<file path="config.mk">
export PLATFORM = sky130hd
export DESIGN_NAME = pipe_ctrl_unit
export DESIGN_NICKNAME = d
export VERILOG_FILES = /design/src/rtl/pipe_ctrl_unit.sv
export SDC_FILE = /design/constraint.sdc
export NUM_CORES = 1
export LEC_CHECK = 0
export ABC_CLOCK_PERIOD_IN_PS = 4000
export CAP_MARGIN = 0
export CELL_PAD_IN_SITES_DETAIL_PLACEMENT = 0
export CELL_PAD_IN_SITES_GLOBAL_PLACEMENT = 1
export CORE_MARGIN = 2
export CORE_UTILIZATION = 34
export CTS_BUF_LIST = sky130_fd_sc_hd__clkbuf_4 sky130_fd_sc_hd__clkbuf_8 sky130_fd_sc_hd__clkbuf_16
export DETAILED_ROUTE_END_ITERATION = 16
export PLACE_DENSITY_LB_ADDON = 0.05
export SYNTH_ARGS = -nofsm -noshare
export SYNTH_HDL_FRONTEND = slang
export SYNTH_SLANG_ARGS = --single-unit
export TNS_END_PERCENT = 100
</file>
<file path="constraint.sdc">
create_clock -name clk -period 4 [get_ports clk]
set_input_delay 0.4 -clock clk [delete_from_list [all_inputs] [get_ports clk]]
set_output_delay 0.4 -clock clk [all_outputs]
set_load 0.02 [all_outputs]
</file>
<file path="src/rtl/pipe_ctrl_unit.sv">
// Pipelined control unit: decodes the ID opcode, carries the control bundle through
// ID/EX, EX/MEM and MEM/WB, and handles load-use bubbles and branch/jump flushes.
module pipe_ctrl_unit #(
    parameter int REG_ADDR_W        = 5,
    parameter int LOAD_STALL_CYCLES = 1,
    parameter int CNT_W             = 16
) (
    input  logic                  clk,
    input  logic                  reset,
    input  logic                  id_valid,
    input  logic [6:0]            id_opcode,
    input  logic [REG_ADDR_W-1:0] id_rs1,
    input  logic [REG_ADDR_W-1:0] id_rs2,
    input  logic [REG_ADDR_W-1:0] id_rd,
    input  logic                  ex_take_branch,
    output logic                  pc_stall,
    output logic                  ifid_stall,
    output logic                  ifid_flush,
    output logic                  ex_RegWrite,
    output logic                  ex_MemRead,
    output logic                  ex_MemWrite,
    output logic                  ex_MemtoReg,
    output logic                  ex_Branch,
    output logic                  ex_ALUorig,
    output logic                  ex_Jump,
    output logic                  ex_Jump2,
    output logic [1:0]            ex_ALUOp,
    output logic [REG_ADDR_W-1:0] ex_rd,
    output logic                  mem_RegWrite,
    output logic                  mem_MemRead,
    output logic                  mem_MemWrite,
    output logic                  mem_MemtoReg,
    output logic [REG_ADDR_W-1:0] mem_rd,
    output logic                  wb_RegWrite,
    output logic                  wb_MemtoReg,
    output logic [REG_ADDR_W-1:0] wb_rd,
    output logic [CNT_W-1:0]      stall_count
);

    localparam logic [6:0] OP_RTYPE  = 7'b0110011;
    localparam logic [6:0] OP_OPIMM  = 7'b0010011;
    localparam logic [6:0] OP_LOAD   = 7'b0000011;
    localparam logic [6:0] OP_STORE  = 7'b0100011;
    localparam logic [6:0] OP_BRANCH = 7'b1100011;
    localparam logic [6:0] OP_JAL    = 7'b1101111;
    localparam logic [6:0] OP_JALR   = 7'b1100111;

    localparam bit             MULTI_STALL  = (LOAD_STALL_CYCLES > 1);
    localparam logic [1:0]     STALL_RELOAD = 2'(LOAD_STALL_CYCLES - 1);
    localparam logic [CNT_W-1:0] CNT_ONE    = {{(CNT_W-1){1'b0}}, 1'b1};

    typedef enum logic [0:0] {
        ST_RUN   = 1'b0,
        ST_STALL = 1'b1
    } state_t;

    typedef struct packed {
        logic                  reg_write;
        logic                  alu_orig;
        logic                  memto_reg;
        logic                  mem_read;
        logic                  mem_write;
        logic                  branch;
        logic                  jump;
        logic                  jump2;
        logic [1:0]            alu_op;
        logic [REG_ADDR_W-1:0] rd;
    } idex_t;

    typedef struct packed {
        logic                  reg_write;
        logic                  mem_read;
        logic                  mem_write;
        logic                  memto_reg;
        logic [REG_ADDR_W-1:0] rd;
    } exmem_t;

    typedef struct packed {
        logic                  reg_write;
        logic                  memto_reg;
        logic [REG_ADDR_W-1:0] rd;
    } memwb_t;

    state_t           state_q, state_d;
    logic [1:0]       cnt_q, cnt_d;
    idex_t            idex_q, idex_d;
    exmem_t           exmem_q, exmem_d;
    memwb_t           memwb_q, memwb_d;
    logic [CNT_W-1:0] stall_cnt_q, stall_cnt_d;

    idex_t dec_s;
    logic  rs1_used_s;
    logic  rs2_used_s;
    logic  hz_s;
    logic  fl_s;
    logic  load_bubble_s;
    logic  count_bubble_s;

    // Opcode decode into the control bundle; rd is kept only for register-writing ops.
    always_comb begin
        dec_s      = '0;
        rs1_used_s = 1'b0;
        rs2_used_s = 1'b0;
        if (id_valid) begin
            case (id_opcode)
                OP_RTYPE: begin
                    dec_s.reg_write = 1'b1;
                    dec_s.alu_op    = 2'b10;
                    dec_s.rd        = id_rd;
                    rs1_used_s      = 1'b1;
                    rs2_used_s      = 1'b1;
                end
                OP_OPIMM: begin
                    dec_s.reg_write = 1'b1;
                    dec_s.alu_orig  = 1'b1;
                    dec_s.rd        = id_rd;
                    rs1_used_s      = 1'b1;
                end
                OP_LOAD: begin
                    dec_s.reg_write = 1'b1;
                    dec_s.alu_orig  = 1'b1;
                    dec_s.memto_reg = 1'b1;
                    dec_s.mem_read  = 1'b1;
                    dec_s.rd        = id_rd;
                    rs1_used_s      = 1'b1;
                end
                OP_STORE: begin
                    dec_s.alu_orig  = 1'b1;
                    dec_s.mem_write = 1'b1;
                    rs1_used_s      = 1'b1;
                    rs2_used_s      = 1'b1;
                end
                OP_BRANCH: begin
                    dec_s.branch    = 1'b1;
                    dec_s.alu_op    = 2'b01;
                    rs1_used_s      = 1'b1;
                    rs2_used_s      = 1'b1;
                end
                OP_JAL: begin
                    dec_s.reg_write = 1'b1;
                    dec_s.jump      = 1'b1;
                    dec_s.rd        = id_rd;
                end
                OP_JALR: begin
                    dec_s.reg_write = 1'b1;
                    dec_s.alu_orig  = 1'b1;
                    dec_s.jump      = 1'b1;
                    dec_s.jump2     = 1'b1;
                    dec_s.rd        = id_rd;
                    rs1_used_s      = 1'b1;
                end
                default: begin
                    dec_s = '0;
                end
            endcase
        end else begin
            dec_s = '0;
        end
    end

    assign hz_s = idex_q.mem_read && (idex_q.rd != '0) && id_valid &&
                  ((rs1_used_s && (id_rs1 == idex_q.rd)) ||
                   (rs2_used_s && (id_rs2 == idex_q.rd)));
    assign fl_s = ex_take_branch || idex_q.jump;

    // Hazard FSM: flush beats stall; STALL counts down the remaining bubbles.
    always_comb begin
        state_d        = state_q;
        cnt_d          = cnt_q;
        pc_stall       = 1'b0;
        ifid_stall     = 1'b0;
        ifid_flush     = 1'b0;
        load_bubble_s  = 1'b0;
        count_bubble_s = 1'b0;
        case (state_q)
            ST_RUN: begin
                if (fl_s) begin
                    ifid_flush    = 1'b1;
                    load_bubble_s = 1'b1;
                end else if (hz_s) begin
                    pc_stall       = 1'b1;
                    ifid_stall     = 1'b1;
                    load_bubble_s  = 1'b1;
                    count_bubble_s = 1'b1;
                    if (MULTI_STALL) begin
                        state_d = ST_STALL;
                        cnt_d   = STALL_RELOAD;
                    end else begin
                        state_d = ST_RUN;
                    end
                end else begin
                    load_bubble_s = 1'b0;
                end
            end
            ST_STALL: begin
                load_bubble_s = 1'b1;
                if (fl_s) begin
                    ifid_flush = 1'b1;
                    state_d    = ST_RUN;
                    cnt_d      = 2'd0;
                end else begin
                    pc_stall       = 1'b1;
                    ifid_stall     = 1'b1;
                    count_bubble_s = 1'b1;
                    if (cnt_q == 2'd1) begin
                        state_d = ST_RUN;
                        cnt_d   = 2'd0;
                    end else begin
                        cnt_d = cnt_q - 2'd1;
                    end
                end
            end
            default: begin
                state_d = ST_RUN;
                cnt_d   = 2'd0;
            end
        endcase
    end

    // Next-state values for the stage registers and the saturating bubble counter.
    always_comb begin
        if (load_bubble_s) begin
            idex_d = '0;
        end else begin
            idex_d = dec_s;
        end
        exmem_d = '{reg_write: idex_q.reg_write, mem_read: idex_q.mem_read,
                    mem_write: idex_q.mem_write, memto_reg: idex_q.memto_reg,
                    rd: idex_q.rd};
        memwb_d = '{reg_write: exmem_q.reg_write, memto_reg: exmem_q.memto_reg,
                    rd: exmem_q.rd};
        if (count_bubble_s && (stall_cnt_q != '1)) begin
            stall_cnt_d = stall_cnt_q + CNT_ONE;
        end else begin
            stall_cnt_d = stall_cnt_q;
        end
    end

    // State and stage registers with synchronous reset.
    always_ff @(posedge clk) begin
        if (reset) begin
            state_q     <= ST_RUN;
            cnt_q       <= 2'd0;
            idex_q      <= '0;
            exmem_q     <= '0;
            memwb_q     <= '0;
            stall_cnt_q <= '0;
        end else begin
            state_q     <= state_d;
            cnt_q       <= cnt_d;
            idex_q      <= idex_d;
            exmem_q     <= exmem_d;
            memwb_q     <= memwb_d;
            stall_cnt_q <= stall_cnt_d;
        end
    end

    assign ex_RegWrite  = idex_q.reg_write;
    assign ex_MemRead   = idex_q.mem_read;
    assign ex_MemWrite  = idex_q.mem_write;
    assign ex_MemtoReg  = idex_q.memto_reg;
    assign ex_Branch    = idex_q.branch;
    assign ex_ALUorig   = idex_q.alu_orig;
    assign ex_Jump      = idex_q.jump;
    assign ex_Jump2     = idex_q.jump2;
    assign ex_ALUOp     = idex_q.alu_op;
    assign ex_rd        = idex_q.rd;
    assign mem_RegWrite = exmem_q.reg_write;
    assign mem_MemRead  = exmem_q.mem_read;
    assign mem_MemWrite = exmem_q.mem_write;
    assign mem_MemtoReg = exmem_q.memto_reg;
    assign mem_rd       = exmem_q.rd;
    assign wb_RegWrite  = memwb_q.reg_write;
    assign wb_MemtoReg  = memwb_q.memto_reg;
    assign wb_rd        = memwb_q.rd;
    assign stall_count  = stall_cnt_q;

endmodule

</file>
## After elaboration in Yosys (flattened, before gate mapping)

Cells that the tools add are included.

| word-level totals | value |
|---|---|
| flip-flop bits (word level) | 50 |
| bits in latches | 0 |
| RAM bits | 0 |
| memory bits (read-only) | 0 |
| output and inout port bits | 50 |
| memories | 0 |

| cells by class | value |
|---|---|
| $add $sub $neg | 2 |
| multiply operators | 0 |
| divide/modulo/power cells | 0 |
| $lt $le $gt $ge | 0 |
| equal/unequal tests | 11 |
| shift operators | 0 |
| muxes and demuxes | 24 |
| bitwise logic cells | 3 |
| reduce and logical (&&, ||, !) cells | 16 |

Operator list:

| cell | number |
|---|---|
| $eq A7 B7 Y1 const B | 3 |
| $mux W1 | 17 |
| $add A16 B1 Y16 const B | 1 |
| $ne A16 B16 Y1 const B | 1 |
| $eq A7 B6 Y1 const B | 2 |
| $eq A5 B5 Y1 | 2 |
| $reduce_or A4 Y1 | 2 |
| $eq A7 B2 Y1 const B | 1 |
| $eq A7 B5 Y1 const B | 1 |
| $logic_and A1 B1 Y1 | 6 |
| $mux W2 | 3 |
| $pmux W1 S2 | 3 |
| $reduce_or A3 Y1 | 2 |
| $reduce_or A6 Y1 | 1 |
| $reduce_bool A5 Y1 | 1 |
| $reduce_or A5 Y1 | 1 |
| $pmux W2 S2 | 1 |
| $not A1 Y1 | 3 |
| $eq A2 B1 Y1 const B | 1 |
| $logic_or A1 B1 Y1 | 2 |
| $reduce_or A2 Y1 | 1 |
| $sub A2 B1 Y2 const B | 1 |

## Longest topological paths before layout

| logic depth | value |
|---|---|
| depth after elaboration | 11 |
| depth in mapped cells | 9 |

## Worst setup path before layout

Ideal clock, no wire load.

| path | value |
|---|---|
| path kind | register to output |
| start | register idex_q (netlist bit ex_rd[0]) |
| end | output port pc_stall |
| arrival time | 1.818 ns |
| data required time | 3.600 ns |
| slack | 1.782 ns |
| stages on the path, launching flop included | 7 |
| buffers on the path | 1 |
| cell sequence | dfxtp_1 xor2_1 a2111oi_4 a32o_2 or2_2 and2_1 buf_4 |

| between the ends | value |
|---|---|
| cells in the longest elaborated chain, start to end | 7 |
| elaborated cells between the ends (all ways) | 12 |
| classes of those cells | eq/ne: 2; mux: 3; reduce/logical: 7 |

RTL lines:

| what | RTL line | source |
|---|---|---|
| start, declared | 86 | `idex_t idex_q, idex_d;` |
| start signal, assigned | 251 | `idex_q <= idex_d;` |
| $eq A5 B5 Y1 (tied with other cells) | 162 | `((rs1_used_s && (id_rs1 == idex_q.rd)) \|\|` |
| $logic_and A1 B1 Y1 (on tied branches) | 162, 161, 163 |  |
| $logic_or A1 B1 Y1 / $logic_and A1 B1 Y1 (equally long branches) | 162, 161 |  |
| $logic_and A1 B1 Y1 (*) | 161 | `assign hz_s = idex_q.mem_read && (idex_q.rd != '0) && id_valid &&` |
| $mux W1 (*) (2 in a row) | -- |  |
| $pmux W1 S2 (*) | -- |  |
| end, declared | 16 | `output logic pc_stall,` |

Mark *: on every way between the ends. The rest lies on a longest branch, timed or not.

## Worst setup path after layout

| path | value |
|---|---|
| start | input port id_opcode[2] |
| end | output port ifid_stall |

| between the ends | value |
|---|---|
| cells in the longest elaborated chain, start to end | 10 |
| elaborated cells between the ends (all ways) | 19 |
| classes of those cells | eq/ne: 6; mux: 7; reduce/logical: 6 |

RTL lines:

| what | RTL line | source |
|---|---|---|
| start, declared | 11 | `input logic [6:0] id_opcode,` |
| $eq A7 B7 Y1 (tied with other cells) | 105 | `case (id_opcode)` |
| $reduce_or A6 Y1 (no line) / $reduce_or A3 Y1 (equally long branches) | -- |  |
| $mux W1 | 105 |  |
| $mux W1 | 104 | `if (id_valid) begin` |
| $logic_and A1 B1 Y1 (on tied branches) | 162, 163 |  |
| $logic_or A1 B1 Y1 (*) | 162 |  |
| $logic_and A1 B1 Y1 (*) | 161 |  |
| $mux W1 (*) | 180 | `end else if (hz_s) begin` |
| $mux W1 (*) | 177 | `if (fl_s) begin` |
| $pmux W1 S2 (*) | 175 | `case (state_q)` |
| end, declared | 17 | `output logic ifid_stall,` |

Marks and branches as above.

==> impl_metrics.env <==
export IMPL_grt_ovfl_total=0
export IMPL_dp_hpwl_um=3408
export IMPL_final_cell_mix="clkdlybuf4s50_1, dfxtp_1, nor2b_1"
export IMPL_fin_nets=308
export IMPL_finalSetupViolCount=0
export IMPL_final_common_cell="clkdlybuf4s50_1"
export IMPL_synth_compound_area_frac=0.1270
export IMPL_drive_above_1_share=0.05338
export IMPL_num_io_pins=76
export IMPL_area_delta_synth_final_pct=45.14
export IMPL_worstSetupStartpointType="input pin"
export IMPL_grt_pass1_wl_um=7431
export IMPL_rows=27
export IMPL_async_flop_share=0
export IMPL_fin_setup_tns_ns=0
export IMPL_yosysSeqAreaShare=0.4775
export IMPL_tritoncts="yes"
export IMPL_via_count=1710
export IMPL_period_share=0.7746
export IMPL_slew_headroom=0.4911
export IMPL_track_usage=0.1488
export IMPL_synth_ff_type="dfxtp_1"
export IMPL_hold_viol_final=0
export IMPL_clock_path_buffers=2
export IMPL_tightest_slew_ns=0.7633
export IMPL_final_fill_count=550
export IMPL_drt_iter0_markers=57
export IMPL_cp_end_kind="output port"
export IMPL_gp_congestion=0.7998
export IMPL_dpl_instance_area_um2=2745
export IMPL_core_um2=5540
export IMPL_synth_top_family_by_area="simple AND/OR/NAND/NOR gates"
export IMPL_synth_edff_count=0
export IMPL_hold_class="register to register"
export IMPL_rsz0062_at_grt="false"
export IMPL_diodes=0
export IMPL_maxCapViolCount=0
export IMPL_synth_nets=237
export IMPL_dr_pass1_iters=4
export IMPL_ant_nets=0
export IMPL_io_buffers=75
export IMPL_critPathKind="input pin to output port"
export IMPL_synthMuxAreaShare=0.01587
export IMPL_initial_core_util=0.3557
export IMPL_synth_simple_area_share=0.2622
export IMPL_cts_max_level=2
export IMPL_clkLatencyLatePin_ns=0.30
export IMPL_dp_slack_ns=0.9084
export IMPL_layout_min_cycle_time_ns=3.099
export IMPL_dieArea_um2=6421
export IMPL_grt_max_degree=37
export IMPL_antenna_found_initial=0
export IMPL_drc_errors=0
export IMPL_fin_ws_ns=0.9015
export IMPL_seq_area_um2=940.9
export IMPL_max_vdd_ir_drop_mv=0.1472
export IMPL_grt_pass1_vias=1596
export IMPL_drv_slew=0
export IMPL_outcome="complete, no violations"
export IMPL_die_height_um=80.13
export IMPL_detail_route_wl_per_cell_um=13.06
export IMPL_mappedNetlistArea_um2=1971
export IMPL_clkTransAtPathRegs_ns=0.09
export IMPL_synth_cell_types=42
export IMPL_critPathArrivalTime_ns=2.70
export IMPL_cts_buffers=5
export IMPL_worst_ep_required_time_ns=3.60
export IMPL_skew_ns=0.01160
export IMPL_cts_resized=0
export IMPL_dieWidth_um=80.13
export IMPL_r2r_cells=6
export IMPL_synthCells=209
export IMPL_cts_sinks=47
export IMPL_synthAdderAreaFrac=0.01270
export IMPL_multi_input_area_um2=937.1
export IMPL_r2r_setup_slack_ns=1.67
export IMPL_min_delay_start="mem_rd[3]"
export IMPL_p_leak_nw=1.035
export IMPL_wl_um=4610
export IMPL_synth_avg_cell_area_um2=9.429
export IMPL_min_delay_path_depth=1
export IMPL_synth_xor_area_share=0.05778
export IMPL_power_mw=0.8781
export IMPL_max_freq_mhz=322.7
export IMPL_path_max_fanout=6
export IMPL_holdBufCountCts=0
export IMPL_via_per_inst=4.844
export IMPL_post_cts_buffers=0
export IMPL_powerDensity_nw_per_um2=307.0
export IMPL_ys_warn_count=0
export IMPL_cts_root_buf="clkbuf_8"
export IMPL_finalInstanceArea_um2=2860
export IMPL_regToRegStartpoint="ex_rd[3]"
export IMPL_ys_ff_latch=47
export IMPL_reg2reg_to="stall_count[15]"
export IMPL_min_to="wb_rd[3]"
-- how the worst max path moves through the flow --
stage | slack [ns] | to | depth (start not counted) | start
3_5_place_dp | 0.91 | ifid_stall | 7 | id_opcode[2]
4_1_cts | 0.91 | ifid_stall | 7 | id_opcode[2]
6_report | 0.90 | ifid_stall | 7 | id_opcode[2]
2_1_floorplan | 1.78 | pc_stall | 6 | ex_rd[0]
5_1_grt | 0.79 | ifid_stall | 7 | id_opcode[2]
3_3_place_gp | 0.93 | pc_stall | 7 | id_opcode[2]
-- synthesized netlist by cell type, types with 4 or more instances --
library cell	number	area, um2
nor2b_1	18	112.6
o21ai_0	8	40.04
and2_1	7	43.79
o31ai_1	4	30.03
nand2b_1	4	25.02
xor2_1	13	113.9
dfxtp_1	47	940.9
a21oi_1	13	65.06
nor3_1	4	20.02
nand3_1	6	30.03
nor4_1	4	25.02
nor2_1	16	60.06
inv_1	5	18.77
buf_4	5	37.54
or3_1	8	50.05
or4_1	5	37.54
nand2_1	8	30.03
-- metrics by stage --
step | instances | hold WS, ns | util
finish | 353 | 0.4653 | 0.5163
global route | 353 | 0.4830 | 0.5163
CTS | 353 | 0.4678 | 0.5163
detailed placement | 345 | 0.4506 | 0.4955
global placement | 345 | 0.4474 | 0.4955
floorplan | 209 | 0.4454 | -
-- layout make-up --
| type | count | share of cell area |
|---|---|---|
| Sequential cell | 47 | 0.3290 |
| Multi-Input combinational cell | 145 | 0.3276 |
| Timing Repair Buffer | 76 | 0.2651 |
| Tap cell | 72 | 0.03150 |
| Clock buffer | 5 | 0.02406 |
| Clock inverter | 3 | 0.01619 |
| Inverter | 5 | 0.006562 |
-- cell families after synthesis --
group / after synthesis
adder cells (fa/ha/maj): 2
buffers and inverters: 17
multiplexers: 3
AND/OR/NAND/NOR: 91
XOR/XNOR: 13
AO/OA/AOI/OAI: 36
flip-flops: 47
-- state kept, by name, summed over array words and instances (netlist names), 2 cells and up --
register	cells
ex_rd	5
mem_rd	5
stall_count	16
cnt_q	2
ex_ALUOp	2
wb_rd	5
-- critical path, stage by stage --
cell,delay [ns]
clkdlybuf4s50_1,0.56
or2_0,0.32
a211oi_2,0.12
a32o_2,0.29
or2_2,0.29
and2_1,0.18
clkdlybuf4s50_1,0.54
-- power breakdown --
group	switching, mW	leakage, nW	internal [mW]
Clock	0.169	0.0548	0.188
Combinational	0.0226	0.602	0.0296
Sequential	0.000351	0.378	0.468
Total	0.192	1.04	0.686
-- metal layers --
metal	up-vias	wire, um	track usage
met4	0	46	0.05085
li1	869	-	-
met1	779	2079	0.1892
met3	6	295	0.04494
met2	56	2189	0.2392
met5	-	0	0
(Power assumes the default switching activity.)
